===== src/rtl/bcd_down_timer_if.sv =====
// rtl/bcd_down_timer_if.sv - control and status bundle for the two-digit BCD down-timer
interface bcd_down_timer_if;
    logic       Load;
    logic [7:0] D_load;
    logic       Count;
    logic [7:0] A_count;
    logic       Busy;
    logic       Done;
    logic       Zero_pulse;

    modport master (
        output Load, D_load, Count,
        input  A_count, Busy, Done, Zero_pulse
    );

    modport slave (
        input  Load, D_load, Count,
        output A_count, Busy, Done, Zero_pulse
    );
endinterface


===== src/rtl/bcd_down_timer.sv =====
// rtl/bcd_down_timer.sv - two-digit BCD down-counter with preset, done status and zero pulse
module bcd_down_timer #(
    parameter bit AUTO_RELOAD = 1'b0
) (
    input  logic              CLK,
    input  logic              reset,
    bcd_down_timer_if.slave   bus
);

    typedef enum logic [1:0] {
        S_IDLE = 2'd0,
        S_RUN  = 2'd1,
        S_DONE = 2'd2
    } state_t;

    state_t     state, state_nxt;
    logic [7:0] count_q, count_nxt;
    logic [7:0] preset_q, preset_nxt;
    logic [7:0] clamped;
    logic [7:0] decremented;
    logic       zero_q, zero_nxt;
    logic       busy_q, done_q;

    function automatic logic [3:0] clamp_digit(input logic [3:0] d);
        return (d > 4'd9) ? 4'd9 : d;
    endfunction

    // RUN never holds 00, so the tens borrow below cannot underflow.
    always_comb begin
        clamped     = {clamp_digit(bus.D_load[7:4]), clamp_digit(bus.D_load[3:0])};
        decremented = (count_q[3:0] != 4'd0)
                    ? {count_q[7:4], count_q[3:0] - 4'd1}
                    : {count_q[7:4] - 4'd1, 4'd9};
    end

    always_comb begin
        state_nxt  = state;
        count_nxt  = count_q;
        preset_nxt = preset_q;
        zero_nxt   = 1'b0;
        if (bus.Load) begin
            preset_nxt = clamped;
            count_nxt  = clamped;
            state_nxt  = (clamped != 8'h00) ? S_RUN : S_DONE;
        end else if (bus.Count) begin
            case (state)
                S_RUN: begin
                    count_nxt = decremented;
                    if (decremented == 8'h00) begin
                        state_nxt = S_DONE;
                        zero_nxt  = 1'b1;
                    end
                end
                S_DONE: begin
                    // Reload costs one Count, giving a period of preset+1.
                    if (AUTO_RELOAD && (preset_q != 8'h00)) begin
                        count_nxt = preset_q;
                        state_nxt = S_RUN;
                    end
                end
                default: begin
                end
            endcase
        end
    end

    always_ff @(posedge CLK or posedge reset) begin
        if (reset) begin
            state    <= S_IDLE;
            count_q  <= 8'h00;
            preset_q <= 8'h00;
            zero_q   <= 1'b0;
            busy_q   <= 1'b0;
            done_q   <= 1'b0;
        end else begin
            state    <= state_nxt;
            count_q  <= count_nxt;
            preset_q <= preset_nxt;
            zero_q   <= zero_nxt;
            busy_q   <= (state_nxt == S_RUN);
            done_q   <= (state_nxt == S_DONE);
        end
    end

    assign bus.A_count    = count_q;
    assign bus.Busy       = busy_q;
    assign bus.Done       = done_q;
    assign bus.Zero_pulse = zero_q;

endmodule


===== src/flat_wrapper.sv =====
// flat-port wrapper written by rule: the top's interface ports become plain ports
module bcd_down_timer_flat 
#(
    parameter bit AUTO_RELOAD = 1'b0
)
  (CLK, reset, bus_Load, bus_D_load, bus_Count, bus_A_count, bus_Busy, bus_Done, bus_Zero_pulse);
  bcd_down_timer_if bus_i ();
  input  logic CLK;
  input  logic reset;
  input wire logic [$bits(bus_i.Load)-1:0] bus_Load;
  input wire logic [$bits(bus_i.D_load)-1:0] bus_D_load;
  input wire logic [$bits(bus_i.Count)-1:0] bus_Count;
  output wire logic [$bits(bus_i.A_count)-1:0] bus_A_count;
  output wire logic [$bits(bus_i.Busy)-1:0] bus_Busy;
  output wire logic [$bits(bus_i.Done)-1:0] bus_Done;
  output wire logic [$bits(bus_i.Zero_pulse)-1:0] bus_Zero_pulse;
  assign bus_i.Load = bus_Load;
  assign bus_i.D_load = bus_D_load;
  assign bus_i.Count = bus_Count;
  assign bus_A_count = bus_i.A_count;
  assign bus_Busy = bus_i.Busy;
  assign bus_Done = bus_i.Done;
  assign bus_Zero_pulse = bus_i.Zero_pulse;
  bcd_down_timer #(.AUTO_RELOAD(AUTO_RELOAD)) u_core (.CLK(CLK), .reset(reset), .bus(bus_i));
endmodule

===== config.mk =====
export PLATFORM = sky130hd
export DESIGN_NAME = bcd_down_timer_flat
export DESIGN_NICKNAME = d
export VERILOG_FILES = /design/src/rtl/bcd_down_timer_if.sv /design/src/rtl/bcd_down_timer.sv /design/src/flat_wrapper.sv
export SDC_FILE = /design/constraint.sdc
export NUM_CORES = 1
export LEC_CHECK = 0
export ABC_CLOCK_PERIOD_IN_PS = 2000
export CORE_MARGIN = 8
export CORE_UTILIZATION = 47
export CTS_BUF_LIST = sky130_fd_sc_hd__clkbuf_8
export CTS_CLUSTER_DIAMETER = 120
export DETAILED_ROUTE_END_ITERATION = 12
export HOLD_SLACK_MARGIN = 0.08
export PLACE_DENSITY_LB_ADDON = 0.12
export SLEW_MARGIN = 20
export SYNTH_ARGS = -nofsm -noshare
export SYNTH_HDL_FRONTEND = slang
export SYNTH_SLANG_ARGS = --single-unit

===== constraint.sdc =====
create_clock -name CLK -period 2 [get_ports CLK]
set_input_delay 0.3 -clock CLK [delete_from_list [all_inputs] [get_ports CLK]]
set_output_delay 0.3 -clock CLK [all_outputs]
set_load 0.01 [all_outputs]

Word level (Yosys, flattened, before mapping):

Index checks and enable logic that the tools add are counted.

* flip-flop bits (word level): 13
* input bits: 12
* output and inout port bits: 11
* word-level logic and storage cells: 33

* $add $sub $neg: 2
* order comparisons: 2
* equality and inequality tests: 3
* muxes and demuxes: 15
* reduce and logical (&&, ||, !) cells: 6

Operators by type and width (count)
* 8-bit two-way mux: 4
* 2-bit two-way mux: 5
* 4-bit greater-than comparator, second input constant: 2
* 8-bit logical NOT: 1
* 4-bit two-way mux: 2
* 8-bit nonzero test: 1
* 4-bit by 1-bit subtractor with 4-bit output, second input constant: 2
* 2-bit by 1-bit == test with 1-bit output, second input constant: 2
* 1-bit two-way mux: 4
* 2-bit nonzero test: 2
* 4-bit nonzero test: 1
* 2-bit == test, second input constant: 1
* 2-bit AND reduction: 1

Depth between registers and ports, before layout:

* depth after elaboration: 8
* gate-level depth with buffers: 5

Worst setup path before layout:

OpenSTA, ideal clock, no wires.

* path kind: register to register
* start: register u_core.count_q[1] (netlist: u_core.bus.A_count[1])
* end: register u_core.count_q[7] (netlist: u_core.bus.A_count[7])
* library setup time: 0.082 ns
* arrival time: 1.494 ns
* setup slack: 0.424 ns
* stages on the path, launching flop included: 4
* buffers on the path: 0
* clock period less this slack: 1.576 ns
* path through: dfrtp_1 > or3_4 > or4_1 > a31oi_1

* word-level cells in the longest chain between the ends: 5

Ends and longest elaborated chain
* start: declaration: line bcd_down_timer.sv:17 `logic [7:0] count_q, count_nxt;`
* start signal: assignment: line bcd_down_timer.sv:77 `count_q <= count_nxt;`
* 4-bit nonzero test: line bcd_down_timer.sv:31 `decremented = (count_q[3:0] != 4'd0)`
* 8-bit two-way mux: line bcd_down_timer.sv:32 `? {count_q[7:4], count_q[3:0] - 4'd1}`
* 8-bit two-way mux: line bcd_down_timer.sv:46 `case (state)`
* 8-bit two-way mux: line bcd_down_timer.sv:45 `end else if (bus.Count) begin`
* 8-bit two-way mux: line bcd_down_timer.sv:41 `if (bus.Load) begin`

Every way passes these cells. The select of a mux whose other input is x is not followed.
A chain may end at the register's enable or synchronous reset.

Worst setup path in the final report:

Ends and elaborated chain as after synthesis.

==> impl_results.md <==
* Status: finished, final reports clean
* Sw power at around 190 µW
* Min Tclk post-route at 1.65 ns
* CP max FO at 9
* Final setup TNS at 0 ns
* Vias in the first global route at 771
* Worst skew pair latency at between 0.2 and 0.25 ns
* Final clock skew at approximately 0.0029 ns
* Global-route wire length before repair at between 3000 and 4000 µm
* Layout cells sized above 1 at just under 8%
* H-tree lvl count at 1
* Largest net degree at the start of global routing at 14
* WP data required at between 2 and 2.5 ns
* RePlAce Congestion at 0.793
* Clock net sink count at 13
* TritonCTS clock tree: yes
* Number of synthesized flops with an enable pin at 0
* Total chip power at between 600 and 700 µW
* Worst-path clk slew at roughly 0.06 ns
* Die ar. at 3080 µm²
* Synth Register Bits at 13
* Syn. warnings at 0
* Setup Crit Path Kind: reg2reg
* Post-CTS Setup Bufs at 0
* WL met3 at around 140 µm
* Synth cell types at 30
* Avg WL per Cell at 15.7 µm
* Worst-margin pin slew at roughly 0.52 ns
* Clock share of power at 33.6%
* Total CTS buffers at 3
* Hold crit path type: in2async
* Layout Nets at 118
* CP Capture Type: flop
* Cell Count Post-Placement at about 120
* Hold Vio Cnt, Final at 0
* Total GRT Usage at 13.2%
* Vias per std cell at between 6 and 7
* Fin crit share at around 83%
* Clock Path Buffers at 2
* DP HPWL at 1380 µm
* PwrDens at between 600 and 700 nW/µm²
* Syn Area/Cell at 9.28 µm²
* Switching Fraction at a little over a quarter
* Die height at between 50 and 60 µm
* # resized after CTS at 0
* Syn Nets at 92
* Final setup vio count at 0
* Startpoint types: flop
* Int Power at between 400 and 500 µW
* M1 wire length at between 800 and 900 µm
* Register area share after synthesis at between 40 and 50%
* Synth-to-Final Area Change at 39.4%
* Static Leak at 0.000420 µW
* Antenna Cells at 0
* Overall via count from detail_route at 730
* WL final at about 1900 µm
* Finished Layout Cells at 120
* Remaining antenna violation count at 0
* Critical Path AT at 1.81 ns
* Top_reg_cell synth: dfrtp_1
* Number of max-slew violations in the final report at 0
* Port Buffer Count at 22
* VDD IR max at around 360 µV
* Relative slew slack at ~65%
* Post-Syn Instances at 79
* Core area at about 1500 µm²
* Die width at ~55 µm
* Initial antenna violation count at 0
* Remaining Overflow, GRT at 0
* Register share of total power at roughly 44%
* DP Area at a little under 1000 µm²
* Cts hold-fix bufs at 0
* First-pass detailed-route iteration total at 4
* DR WL met2 at 846 µm
* Max-cap violations at 0
* Root Buffer: clkbuf_8
* Residual DRC count at 0
* Logic pwr share at 22.0%
* Design Area, Final at between 1000 and 1500 µm²
* # IOs at 23
* RSZ-0062 raised after global routing: no
* Synth Cell Area at between 700 and 800 µm²
* Rows at 14
* Top routing layer used: met4
* Fmax at a little over 600 MHz
* Initial DRC Count at 21
* Starting density of the core at between 40 and 50%
* Ys async rst share at between 90% and 100%
* Hold_ws at between 0.3 and 0.4 ns
==> cells in the mapped netlist, types with 2 or more instances <==
| cell | number | area share (%) |
|---|---|---|
| a31oi_1 | 4 | 3.4 |
| nand3_1 | 3 | 2.0 |
| o31ai_1 | 3 | 3.1 |
| nor2_1 | 6 | 3.1 |
| nor3_1 | 2 | 1.4 |
| nor4bb_1 | 2 | 2.7 |
| o21a_1 | 2 | 2.0 |
| or4_1 | 4 | 4.1 |
| nand2_1 | 3 | 1.5 |
| o21ai_0 | 3 | 2.0 |
| clkbuf_1 | 3 | 1.5 |
| a21oi_1 | 2 | 1.4 |
| o31a_1 | 2 | 2.4 |
| dfrtp_1 | 13 | 44 |
| nand4_1 | 3 | 2.6 |
| o211ai_1 | 2 | 2.0 |
| inv_1 | 9 | 4.6 |
==> power groups by stage <==
| stage | clock, µW | sequential [µW] | combinational, µW |
|---|---|---|---|
| floorplan | 0 | 314 | 64.3 |
| global placement | 0 | 309 | 150 |
| detailed placement | 0 | 310 | 152 |
| CTS | 234 | 306 | 153 |
| global route | 247 | 311 | 168 |
| finish | 231 | 306 | 152 |
==> cells in the final DEF (no fill, tap or decap) <==
cell type        count
nand3b_1             1
buf_4                2
o31ai_1              3
o21a_1               2
a31oi_1              4
o21ai_0              3
nor2b_1              1
a21oi_1              2
nor4b_1              1
nor3_1               2
or3_1                1
nor2_1               6
or3_2                1
inv_1               10
o211ai_1             2
nand4_1              3
o31a_1               2
a21boi_0             1
o221a_2              1
o311ai_0             1
nand4bb_1            1
dfrtp_1             13
ha_1                 1
or3_4                1
clkdlybuf4s50_1     22
nand3_1              3
nand2_1              3
or4_1                4
nor4bb_1             2
nor4_1               1
o211a_1              1
clkbuf_8             3
==> final cells by class <==
class	count	area [µm²]
Multi-Input combinational cell	54	363
Inverter	9	33.8
Fill cell	123	467
Tap cell	16	20.0
Clock inverter	1	3.75
Clock buffer	3	41.3
Sequential cell	13	325
Timing Repair Buffer	24	235
==> path summary, 6_finish.rpt <==
path	from	to	slack, ns	depth (start not counted)
max in group asynchronous	reset	u_core.bus.Busy	1.26	2
hold reg to reg	u_core.state[0]	u_core.bus.Done	0.56	1
min in group CLK	u_core.state[0]	u_core.bus.Done	0.56	1
hold / removal	reset	u_core.bus.A_count[6]	0.39	2
setup / recovery	u_core.bus.A_count[1]	u_core.bus.A_count[7]	0.35	3
setup reg to reg	u_core.bus.A_count[1]	u_core.bus.A_count[7]	0.35	3
==> kinds of logic (layout without fill, tap and decap cells) <==
family / count (synthesis) / count (layout) / synth area share (%)
simple gates: 31 / 31 / 26.3
compound gates: 22 / 22 / 21.5
flops: 13 / 13 / 44.4
buf+inv: 12 / 37 / 6.14
fa+ha+maj: 1 / 1 / 1.71
==> flip-flops by register name, summed over array words and instances (netlist names) <==
signal,count
u_core.bus.A_count,8
u_core.bus.Done,1
u_core.bus.Zero_pulse,1
u_core.bus.Busy,1
u_core.state,2
==> critical path, stage by stage, from the launching register on <==
cell and delay [ns]:
dfrtp_1 0.46, or3_4 0.45, or4_1 0.48, a31oi_1 0.18
==> stage by stage <==
step / worst slack, ns / utilization (%)
6_report: 0.350 / 68.7
5_1_grt: 0.249 / 68.7
4_1_cts: 0.342 / 68.7
3_5_place_dp: 0.135 / 65.6
3_3_place_gp: 0.186 / 65.6
2_1_floorplan: 0.424 / -
==> metal layers <==
layer / global-route usage, % / vias up
met4: 8.45 / 0
met2: 20.2 / 31
met1: 15.8 / 344
met3: 3.65 / 6
li1: - / 349
met5: 0 / -
No activity file was read; power rests on OpenSTA's default activity.
